File: src/rtl/bitserial_alu_ctrl_if.sv
// Request/response bus between the register/control layer and the bit-serial sequencer.
// Latency: none (wires only); the sequencer defines the timing of each signal.
// Backpressure: none; start is only honoured while the sequencer is idle, otherwise dropped.
//
// Signals:
//   start, op_a, op_b, opsel, cin_init  -- request, driven by the master
//   busy, done, result, cout_final      -- status/response, driven by the slave (sequencer)
interface bitserial_alu_ctrl_if #(
  parameter int WIDTH = 8
);
  logic             start;
  logic [WIDTH-1:0] op_a;
  logic [WIDTH-1:0] op_b;
  logic [2:0]       opsel;
  logic             cin_init;
  logic             busy;
  logic             done;
  logic [WIDTH-1:0] result;
  logic             cout_final;

  modport master (
    output start, op_a, op_b, opsel, cin_init,
    input  busy, done, result, cout_final
  );

  modport slave (
    input  start, op_a, op_b, opsel, cin_init,
    output busy, done, result, cout_final
  );
endinterface

File: src/rtl/bitserial_alu_ctrl.sv
// Sequences an external combinational 1-bit slice through a WIDTH-bit operation, LSB first.
// Latency: start accepted at edge 0, WIDTH RUN cycles, done pulses in the cycle after edge WIDTH.
// Backpressure: start is accepted only in IDLE; requests while busy/done are dropped, not queued.
//
// Ports:
//   clk, rst            -- single clock, synchronous active-high reset
//   ctrl (slave)        -- start/op_a/op_b/opsel/cin_init in; busy/done/result/cout_final out
//   slc_op1/op2/cin/opsel out, slc_result/slc_cout in -- connection to the 1-bit slice
module bitserial_alu_ctrl #(
  parameter int WIDTH = 8
) (
  input  logic                 clk,
  input  logic                 rst,
  bitserial_alu_ctrl_if.slave  ctrl,
  output logic                 slc_op1,
  output logic                 slc_op2,
  output logic                 slc_cin,
  output logic [2:0]           slc_opsel,
  input  logic                 slc_result,
  input  logic                 slc_cout
);

  localparam int             CW   = $clog2(WIDTH);
  localparam logic [CW-1:0]  LAST = CW'(WIDTH - 1);

  typedef enum logic [1:0] {
    S_IDLE = 2'd0,
    S_RUN  = 2'd1,
    S_DONE = 2'd2
  } state_t;

  state_t           state_q, state_d;
  logic [WIDTH-1:0] a_sr_q, a_sr_d;
  logic [WIDTH-1:0] b_sr_q, b_sr_d;
  logic [WIDTH-1:0] res_sr_q, res_sr_d;
  logic [2:0]       op_r_q, op_r_d;
  logic             carry_q, carry_d;
  logic [CW-1:0]    cnt_q, cnt_d;
  logic [WIDTH-1:0] result_q, result_d;
  logic             cout_final_q, cout_final_d;
  logic             busy_q, busy_d;
  logic             done_q, done_d;

  always_comb begin
    state_d      = state_q;
    a_sr_d       = a_sr_q;
    b_sr_d       = b_sr_q;
    res_sr_d     = res_sr_q;
    op_r_d       = op_r_q;
    carry_d      = carry_q;
    cnt_d        = cnt_q;
    result_d     = result_q;
    cout_final_d = cout_final_q;
    busy_d       = busy_q;
    done_d       = 1'b0;

    case (state_q)
      S_IDLE: begin
        busy_d = 1'b0;
        if (ctrl.start) begin
          a_sr_d  = ctrl.op_a;
          b_sr_d  = ctrl.op_b;
          op_r_d  = ctrl.opsel;
          carry_d = ctrl.cin_init;
          cnt_d   = '0;
          busy_d  = 1'b1;
          state_d = S_RUN;
        end
      end

      S_RUN: begin
        // Result bits enter at the MSB so that after WIDTH shifts bit 0 sits at the LSB.
        res_sr_d = {slc_result, res_sr_q[WIDTH-1:1]};
        carry_d  = slc_cout;
        a_sr_d   = a_sr_q >> 1;
        b_sr_d   = b_sr_q >> 1;
        cnt_d    = cnt_q + 1'b1;
        if (cnt_q == LAST) begin
          // Last bit: publish the assembled word and this bit's carry-out together.
          result_d     = {slc_result, res_sr_q[WIDTH-1:1]};
          cout_final_d = slc_cout;
          cnt_d        = '0;
          busy_d       = 1'b0;
          done_d       = 1'b1;
          state_d      = S_DONE;
        end
      end

      S_DONE: begin
        busy_d  = 1'b0;
        state_d = S_IDLE;
      end

      default: begin
        busy_d  = 1'b0;
        state_d = S_IDLE;
      end
    endcase
  end

  always_ff @(posedge clk) begin
    if (rst) begin
      state_q      <= S_IDLE;
      a_sr_q       <= '0;
      b_sr_q       <= '0;
      res_sr_q     <= '0;
      op_r_q       <= '0;
      carry_q      <= 1'b0;
      cnt_q        <= '0;
      result_q     <= '0;
      cout_final_q <= 1'b0;
      busy_q       <= 1'b0;
      done_q       <= 1'b0;
    end else begin
      state_q      <= state_d;
      a_sr_q       <= a_sr_d;
      b_sr_q       <= b_sr_d;
      res_sr_q     <= res_sr_d;
      op_r_q       <= op_r_d;
      carry_q      <= carry_d;
      cnt_q        <= cnt_d;
      result_q     <= result_d;
      cout_final_q <= cout_final_d;
      busy_q       <= busy_d;
      done_q       <= done_d;
    end
  end

  // Slice sees live register bits only while running; otherwise it is held at all-zero.
  assign slc_op1   = busy_q & a_sr_q[0];
  assign slc_op2   = busy_q & b_sr_q[0];
  assign slc_cin   = busy_q & carry_q;
  assign slc_opsel = busy_q ? op_r_q : 3'b000;

  assign ctrl.busy       = busy_q;
  assign ctrl.done       = done_q;
  assign ctrl.result     = result_q;
  assign ctrl.cout_final = cout_final_q;

endmodule

File: src/flat_wrapper.sv
// flat-port wrapper written by rule: the top's interface ports become plain ports
module bitserial_alu_ctrl_flat 
#(
  parameter int WIDTH = 8
)
  (clk, rst, slc_op1, slc_op2, slc_cin, slc_opsel, slc_result, slc_cout, ctrl_start, ctrl_op_a, ctrl_op_b, ctrl_opsel, ctrl_cin_init, ctrl_busy, ctrl_done, ctrl_result, ctrl_cout_final);
  bitserial_alu_ctrl_if #(.WIDTH(WIDTH)) ctrl_i ();
  input  logic clk;
  input  logic rst;
  output logic slc_op1;
  output logic slc_op2;
  output logic slc_cin;
  output logic [2:0] slc_opsel;
  input  logic slc_result;
  input  logic slc_cout;
  input wire logic [$bits(ctrl_i.start)-1:0] ctrl_start;
  input wire logic [$bits(ctrl_i.op_a)-1:0] ctrl_op_a;
  input wire logic [$bits(ctrl_i.op_b)-1:0] ctrl_op_b;
  input wire logic [$bits(ctrl_i.opsel)-1:0] ctrl_opsel;
  input wire logic [$bits(ctrl_i.cin_init)-1:0] ctrl_cin_init;
  output wire logic [$bits(ctrl_i.busy)-1:0] ctrl_busy;
  output wire logic [$bits(ctrl_i.done)-1:0] ctrl_done;
  output wire logic [$bits(ctrl_i.result)-1:0] ctrl_result;
  output wire logic [$bits(ctrl_i.cout_final)-1:0] ctrl_cout_final;
  assign ctrl_i.start = ctrl_start;
  assign ctrl_i.op_a = ctrl_op_a;
  assign ctrl_i.op_b = ctrl_op_b;
  assign ctrl_i.opsel = ctrl_opsel;
  assign ctrl_i.cin_init = ctrl_cin_init;
  assign ctrl_busy = ctrl_i.busy;
  assign ctrl_done = ctrl_i.done;
  assign ctrl_result = ctrl_i.result;
  assign ctrl_cout_final = ctrl_i.cout_final;
  bitserial_alu_ctrl #(.WIDTH(WIDTH)) u_core (.clk(clk), .rst(rst), .ctrl(ctrl_i), .slc_op1(slc_op1), .slc_op2(slc_op2), .slc_cin(slc_cin), .slc_opsel(slc_opsel), .slc_result(slc_result), .slc_cout(slc_cout));
endmodule
File: config.mk
export PLATFORM = sky130hd
export DESIGN_NAME = bitserial_alu_ctrl_flat
export DESIGN_NICKNAME = d
export VERILOG_FILES = /design/src/rtl/bitserial_alu_ctrl_if.sv /design/src/rtl/bitserial_alu_ctrl.sv /design/src/flat_wrapper.sv
export SDC_FILE = /design/constraint.sdc
export NUM_CORES = 1
export LEC_CHECK = 0
export ABC_AREA = 1
export CAP_MARGIN = 20
export CORE_MARGIN = 8
export CORE_UTILIZATION = 50
export CTS_CLUSTER_SIZE = 12
export DETAILED_ROUTE_END_ITERATION = 8
export GPL_TIMING_DRIVEN = 0
export HOLD_SLACK_MARGIN = 0.15
export PLACE_DENSITY = 0.79
export SLEW_MARGIN = 20
export SYNTH_ARGS = -nofsm -noshare
export SYNTH_HDL_FRONTEND = slang
export SYNTH_SLANG_ARGS = --single-unit
File: constraint.sdc
create_clock -name clk -period 1.6 [get_ports clk]
set_input_delay 0.32 -clock clk [delete_from_list [all_inputs] [get_ports clk]]
set_output_delay 0.32 -clock clk [all_outputs]
set_load 0.02 [all_outputs]
# Yosys cells after proc, flatten, opt, wreduce, memory -nomap -nowiden
# Cells that the tools add are included.
# Widths: inputs -> output; s select.
[op_classes] n_addsub=1 n_mul=0 div=0 n_lt_le_gt_ge=0 n_eq_ne=4 n_shift=0 muxes=17 bitwise=4 n_reduce_logical=7
[op_table] operator="$pmux 8 s2" count=2
[op_table] operator="$mux 8" count=2
[op_table] operator="$mux 3" count=3
[op_table] operator="$reduce_and 2->1" count=4
[op_table] operator="$pmux 3 s2" count=1
[op_table] operator="$mux 1" count=4
[op_table] operator="$mux 2" count=2
[op_table] operator="$pmux 1 s2" count=2
[op_table] operator="$pmux 2 s2" count=1
[op_table] operator="$add 3x1->3 const B" count=1
[op_table] operator="$and 1x1->1" count=3
[op_table] operator="$eq 3x3->1 const B" count=1
[op_table] operator="$eq 2x1->1 const B" count=1
[op_table] operator="$logic_not 2->1" count=1
[op_table] operator="$ne 2x1->1 const B" count=1
[op_table] operator="$ne 2x2->1 const B" count=1
[op_table] operator="$reduce_bool 2->1" count=1
[op_table] operator="$reduce_or 2->1" count=1
[op_table] operator="$not 1->1" count=1
[word_totals] reg_bits=44 latchBits=0 ramBits=0 romBits=0 in_bits=25 out_inout_bits=17 word_cells=44 n_memories=0

# Longest topological paths before layout
# Gate-level depths: netlist (run 1).
[logic_depth] depth_word=3 depth_mapped=7 depth_no_buf=7

# Worst setup path after synthesis (run 1)
# No wires, ideal clock.
[synth_path] path_kind="register -> register" startpoint="register u_core.cnt_q[0]" endpoint="register u_core.cout_final_q (netlist: u_core.ctrl.cout_final)" setup_ns=0.059 arrival_time_ns=1.110 required_ns=1.541 path_slack_ns=0.431 path_stages_with_launch=7 path_buffers=1 period_less_slack_ns=1.169 cell_sequence="dfxtp_1 -> ha_1 -> ha_1 -> nand2_2 -> buf_2 -> nand3_1 -> nand2_1"
[synth_between] elab_chain_len=2
[synth_lines] item="start, declared" line_no="bitserial_alu_ctrl.sv:38" source="logic [CW-1:0] cnt_q, cnt_d;"
[synth_lines] item="start signal, assigned" line_no="bitserial_alu_ctrl.sv:121" source="cnt_q <= cnt_d;"
[synth_lines] item="$eq 3x3->1" line_no="bitserial_alu_ctrl.sv:78" source="if (cnt_q == LAST) begin"
[synth_lines] item="$reduce_and 2->1 (no line)"
[synth_lines] item="end signal, assigned" line_no="bitserial_alu_ctrl.sv:123" source="cout_final_q <= cout_final_d;"
[synth_lines] item="end, declared" line_no="bitserial_alu_ctrl.sv:40" source="logic cout_final_q, cout_final_d;"
# Every way passes these cells.
# A chain may end at the register's enable or synchronous reset.

# Worst setup path in the final report (run 1)
[layout_path] startpoint="register u_core.result_q[3] (netlist: u_core.ctrl.result[3])" endpoint="output ctrl_result[3]"
[layout_lines] item="start, declared" line_no="bitserial_alu_ctrl.sv:39" source="logic [WIDTH-1:0] result_q, result_d;"
[layout_lines] item="start signal, assigned" line_no="bitserial_alu_ctrl.sv:122" source="result_q <= result_d;"
[layout_lines] item="end, declared" line_no="flat_wrapper.sv:23" source="output wire logic [$bits(ctrl_i.result)-1:0] ctrl_result;"
# No word-level cell between the ends.

==> results.cfg, run 1 <==
[placed_design]
gp_congestion = 0.757
port_buffers = 40
post-dp-hpwl_um = 3160

[power]
combinationalPowerShare = 0.155
pwr-share-clk = 0.321
p_int_uw = 1650
irDropWorstVdd_v = 0.000738
power.leakage_uw = 0.00125
power_density_nw_per_um2 = 909
p_sw_uw = 593
swShare = 0.265
sequentialPowerShare = 0.525

[layout]
nets = 362
diodes = 0
areaGrowthSynthToFinish_pct = 29.0
drive_above_1_share = 0.0863

[die]
die_h_um = 77.8
core_um2 = 3660
rows = 22
ios = 42
initial_utilization = 0.522
die_area_um2 = 6050
dieWidth_um = 77.8

[cts]
ctsLongestPathBuffers = 2
hold_buffers = 0
clkLatencyLatePin_ns = 0.29
cts_buffers = 5
cts_tree = done
clk_pin_slew_worst_paths_ns = 0.08
post_cts_buffers = 0
clkSinkCount = 43
htree_levels = 2
cts-root-buf = clkbuf_8

[route]
wire_per_inst_um = 11.0
totalWireLength_um = 4220
first_pass_iters = 4
antenna_left = 0
viasPerCell = 4.64
drc = 0
vias = 1782
dr.first_iter.drc_count = 102

[sta]
relSlewSlack = 0.829
setup_viol = 0
slew_violations = 0
timing.final.hold_violations = 0
fmax_mhz = 640
whs_ns = 0.319
skew_ns = 0.00647
period_needed_ns = 1.56
fin_crit_sh = 0.977
setup_tns_ns = 0
worst_pin_slew_ns = 0.256
rsz0062_at_grt = no

[setup_path]
cp_max_fo = 2
required_ns = 1.28
start_kind = flop
worstPathCellList = clkdlybuf4s50_1
crit_family = buffers and inverters
arrival_ns = 1.24
slowest_stage = clkdlybuf4s50_1
cp_num_buf_inv = 1
slowest_delay_ns = 0.61
criticalPathCategory = flop to primary output
critPathCaptureType = primary output

[grt]
grt_pass1_wl_um = 7490
overflow = 0
first_global_vias = 1671
antenna_found_initial = 0
grt_max_degree = 15
grtUsageTotal = 0.145

[synth]
ys_types = 16
ys_seq_elements = 43
ys_warn_count = 0
synth_nets = 315
seq_area_frac_synth = 0.451
synth_area_um2 = 1910
avgSynthCellArea_um2 = 6.63
syn_inst = 288

[worst_hold_path]
hp-class = primary input to flop

[run_status]
status = finished clean

[job]
max_cap_violations = 0
## what timing repair did
action | CTS | global route
setup endpoints to repair | 7 | 1
resized for setup | 8 | 1
pin swaps | 0 | 0
## worst paths after layout
| check | start | endpoint | slack [ns] | cells after the start |
|---|---|---|---|---|
| setup / recovery | u_core.ctrl.result[3] | ctrl_result[3] | 0.04 | 1 |
| hold / removal | rst | u_core.ctrl.busy | 0.32 | 2 |
| setup reg to reg | u_core.cnt_q[0] | u_core.ctrl.result[3] | 0.27 | 6 |
| hold reg to reg | u_core.cnt_q[1] | u_core.cnt_q[1] | 0.47 | 2 |
## registers in the layout, indices dropped and copies added, names as in the netlist
| signal | count |
|---|---|
| u_core.b_sr_q | 8 |
| u_core.ctrl.busy | 1 |
| u_core.res_sr_q | 7 |
| u_core.op_r_q | 3 |
| u_core.ctrl.result | 8 |
| u_core.a_sr_q | 8 |
| u_core.ctrl.cout_final | 1 |
| u_core.cnt_q | 3 |
| u_core.carry_q | 1 |
| u_core.ctrl.done | 1 |
| u_core.state_q | 2 |
## kinds of logic after synthesis
kind of cell,Yosys count,share of synthesized area
and+or+nand+nor,182,0.380
buffers and inverters,44,0.106
DFF,43,0.451
AOI/OAI and AO/OA,17,0.0505
adders and majority gates,2,0.0131
## placed cells by master, fill, tap and decap left out
cell | netlist | routed
nor2_4 | 1 | 1
nor2_2 | 1 | 1
dlygate4sd2_1 | 0 | 7
dfxtp_2 | 0 | 1
nand2_2 | 1 | 1
o21ai_4 | 1 | 1
clkinv_4 | 0 | 1
dlymetal6s2s_1 | 0 | 1
nor2_1 | 60 | 60
buf_6 | 1 | 1
buf_2 | 8 | 8
a21oi_1 | 6 | 6
clkbuf_8 | 0 | 6
inv_1 | 28 | 28
clkinvlp_4 | 0 | 1
clkdlybuf4s50_1 | 0 | 32
dfxtp_1 | 43 | 42
nand3_1 | 24 | 24
buf_4 | 5 | 5
inv_2 | 2 | 2
o21ai_0 | 10 | 10
nand2_1 | 95 | 95
ha_1 | 2 | 2
## cell usage after synthesis
cell type / number / share of area
a21oi_1: 6 / 0.016
nor2_2: 1 / 0.0033
ha_1: 2 / 0.013
buf_6: 1 / 0.0059
o21ai_0: 10 / 0.026
nand2_2: 1 / 0.0033
buf_4: 5 / 0.020
nor2_4: 1 / 0.0059
nand2_1: 95 / 0.19
inv_1: 28 / 0.055
dfxtp_1: 43 / 0.45
nor2_1: 60 / 0.12
nand3_1: 24 / 0.063
o21ai_4: 1 / 0.0085
buf_2: 8 / 0.021
inv_2: 2 / 0.0039
## power by group through the flow
stage | sequential [uW] | clock (uW) | combinational [uW]
after floorplan | 1190 | 0 | 232
after global placement | 1200 | 0 | 346
after detailed placement | 1200 | 0 | 352
after CTS | 1170 | 739 | 350
after global routing | 1180 | 783 | 399
final | 1180 | 718 | 346
## per-layer routing
layer  routed length (um)  up-vias  GRT usage
met3                  257        2     0.0380
met1                 1980      770      0.185
li1                     -      960          -
met5                    0        -          0
met4                   34        0     0.0453
met2                 1940       50      0.234
## per-stage QoR
stage	setup slack, ns	instance area [um2]	std cells	util	total power, uW
after floorplan	0.431	1910	288	-	1420
after global placement	0.0231	2370	376	0.647	1540
after detailed placement	0.00266	2370	376	0.647	1550
after CTS	0.0211	2460	384	0.672	2260
after global routing	0.00935	2460	384	0.673	2370
final	0.0367	2460	384	0.673	2240
## cell type report
class,count,area [um2]
plain buffers,14,88.8
inverters,30,113
well taps,48,60.1
flip-flops and latches,43,862
repair buffers,40,394
clock buffers,6,82.6
clock inverters,2,16.3
fillers,333,1200
multi-input cells,201,847
Power figures use the tool's default switching activity.
==> run 2: changes to the inputs <==
--- a/config.mk
+++ b/config.mk
@@ -9,6 +9,7 @@
 export CAP_MARGIN = 20
 export CORE_MARGIN = 8
 export CORE_UTILIZATION = 50
+export CTS_BUF_LIST = sky130_fd_sc_hd__clkbuf_16
 export CTS_CLUSTER_SIZE = 12
 export DETAILED_ROUTE_END_ITERATION = 8
 export GPL_TIMING_DRIVEN = 0
==> run 2 against run 1 <==
Net effect: sequential share of layout area fell by 0.61 points; power grew 12%; cell count is the same; via count increased by 0.84%; core utilization increased by 1.2 points; first-iteration DRC count increased by 55%; critical path depth unchanged; sequential cell count stayed put; largest cell class unchanged; largest power group unchanged.
==> results.cfg, run 2 (synthesized netlist as in run 1, its figures left out) <==
[setup_path]
required_ns = 1.28
arrival_ns = 1.24
cp_max_fo = 2
crit_family = buffers and inverters
slowest_delay_ns = 0.62
start_kind = flop
slowest_stage = clkdlybuf4s50_1
criticalPathCategory = flop to primary output
critPathCaptureType = primary output
ff2ff_path_depth = 6
cp_num_buf_inv = 1
worstPathCellList = clkdlybuf4s50_1
worst-path-stages = 1

[layout]
areaGrowthSynthToFinish_pct = 31.3
diodes = 0
fin_cells = 384
final_common_cell = nand2_1
nets = 362
drive_above_1_share = 0.0833
most-common-layout-cells = nand2_1 (95), nor2_1 (60), dfxtp_1 (42)

[die]
rows = 22
core_um2 = 3660
ios = 42
die_area_um2 = 6050
initial_utilization = 0.522
die_h_um = 77.8
dieWidth_um = 77.8

[sta]
worst_slack_ns = 0.0445
worst_pin_slew_ns = 0.242
timing.final.hold_violations = 0
fmax_mhz = 643
fin_crit_sh = 0.972
skew_ns = 0.00461
rsz0062_at_grt = no
period_needed_ns = 1.56
slew_violations = 0
relSlewSlack = 0.838
setup_tns_ns = 0
setup_viol = 0

[cts]
cts_tree = done
ctsLongestPathBuffers = 2
cts_buffers = 5
clkLatencyLatePin_ns = 0.28
htree_levels = 2
clk_pin_slew_worst_paths_ns = 0.06
cts-root-buf = clkbuf_16
clkSinkCount = 43

[power]
fin_total_pwr_uw = 2500
power.leakage_uw = 0.00126
power_density_nw_per_um2 = 996
irDropWorstVdd_v = 0.000905

[grt]
grt_pass1_wl_um = 7500
grtUsageTotal = 0.149
grt_max_degree = 15
overflow = 0
first_global_vias = 1650
antenna_found_initial = 0

[placed_design]
port_buffers = 40
dpl.cell_count = 376
gp_congestion = 0.757
dp_slack_ns = 0.00266
post-dp-hpwl_um = 3160

[run_status]
status = finished clean

[route]
antenna_left = 0
first_pass_iters = 4
drc = 0
vias = 1797
totalWireLength_um = 4290
viasPerCell = 4.68
dr.first_iter.drc_count = 158
wire_per_inst_um = 11.2

[worst_hold_path]
whs_path_depth = 2
hp-class = primary input to flop

[job]
max_cap_violations = 0
[run 2: cell count changes in the layout (fill, tap and decap cells not counted)]
| cell | delta |
|---|---|
| clkdlybuf4s50_1 | +1 |
| clkbuf_16 | +5 |
| clkbuf_8 | -6 |
| clkinv_1 | +1 |
| dlymetal6s2s_1 | -1 |
[run 2: final timing paths]
kind                                       startpoint                     to  slack (ns)
worst max-delay path            u_core.ctrl.result[5]         ctrl_result[5]        0.04
worst min-delay path                              rst       u_core.ctrl.busy        0.34
worst max register to register        u_core.cnt_q[0]  u_core.ctrl.result[3]        0.28
worst min register to register        u_core.cnt_q[1]        u_core.cnt_q[1]        0.47
[run 2: cell type report]
cell class / count / area [um2]
Fill cell: 328 / 1150
Inverter: 30 / 113
Timing Repair Buffer: 40 / 392
Sequential cell: 43 / 862
Buffer: 14 / 88.8
Tap cell: 48 / 60.1
Clock inverter: 3 / 20.0
Clock buffer: 5 / 125
Multi-Input combinational cell: 201 / 847
[run 2: layer usage]
| metal | GRT usage | part of all wire |
|---|---|---|
| met2 | 0.235 | 0.46 |
| met5 | 0 | 0 |
| met1 | 0.186 | 0.47 |
| met3 | 0.0553 | 0.055 |
| met4 | 0.0396 | 0.0089 |
[run 2: timing repair]
item | in CTS | in global routing
endpoints found under the hold margin | 0 | 0
setup endpoints to repair | 7 | 0
hold buffers | 0 | 0
resized for setup | 8 | 0
setup buffers | 0 | 0
[run 2: per-stage QoR]
stage	hold slack [ns]	util	cell area [um2]
final	0.337	0.685	2510
after global routing	0.349	0.685	2510
after CTS	0.334	0.685	2510
after detailed placement	0.458	0.647	2370
after global placement	0.448	0.647	2370
after floorplan	0.423	-	1910
[run 2: power breakdown]
group	internal (uW)	leakage [uW]	switching [uW]
registers	1140	0.000354	38.0
logic	157	0.000835	191
clock network	574	0.0000674	398
total	1870	0.00126	628
==> run 3: changes to the inputs <==
--- a/config.mk
+++ b/config.mk
@@ -6,7 +6,7 @@
 export NUM_CORES = 1
 export LEC_CHECK = 0
 export ABC_AREA = 1
-export CAP_MARGIN = 20
+export CAP_MARGIN = 5
 export CORE_MARGIN = 8
 export CORE_UTILIZATION = 50
 export CTS_BUF_LIST = sky130_fd_sc_hd__clkbuf_16
==> results of run 3 <==
The final DEF is identical to that of run 2; final timing and power are the same.
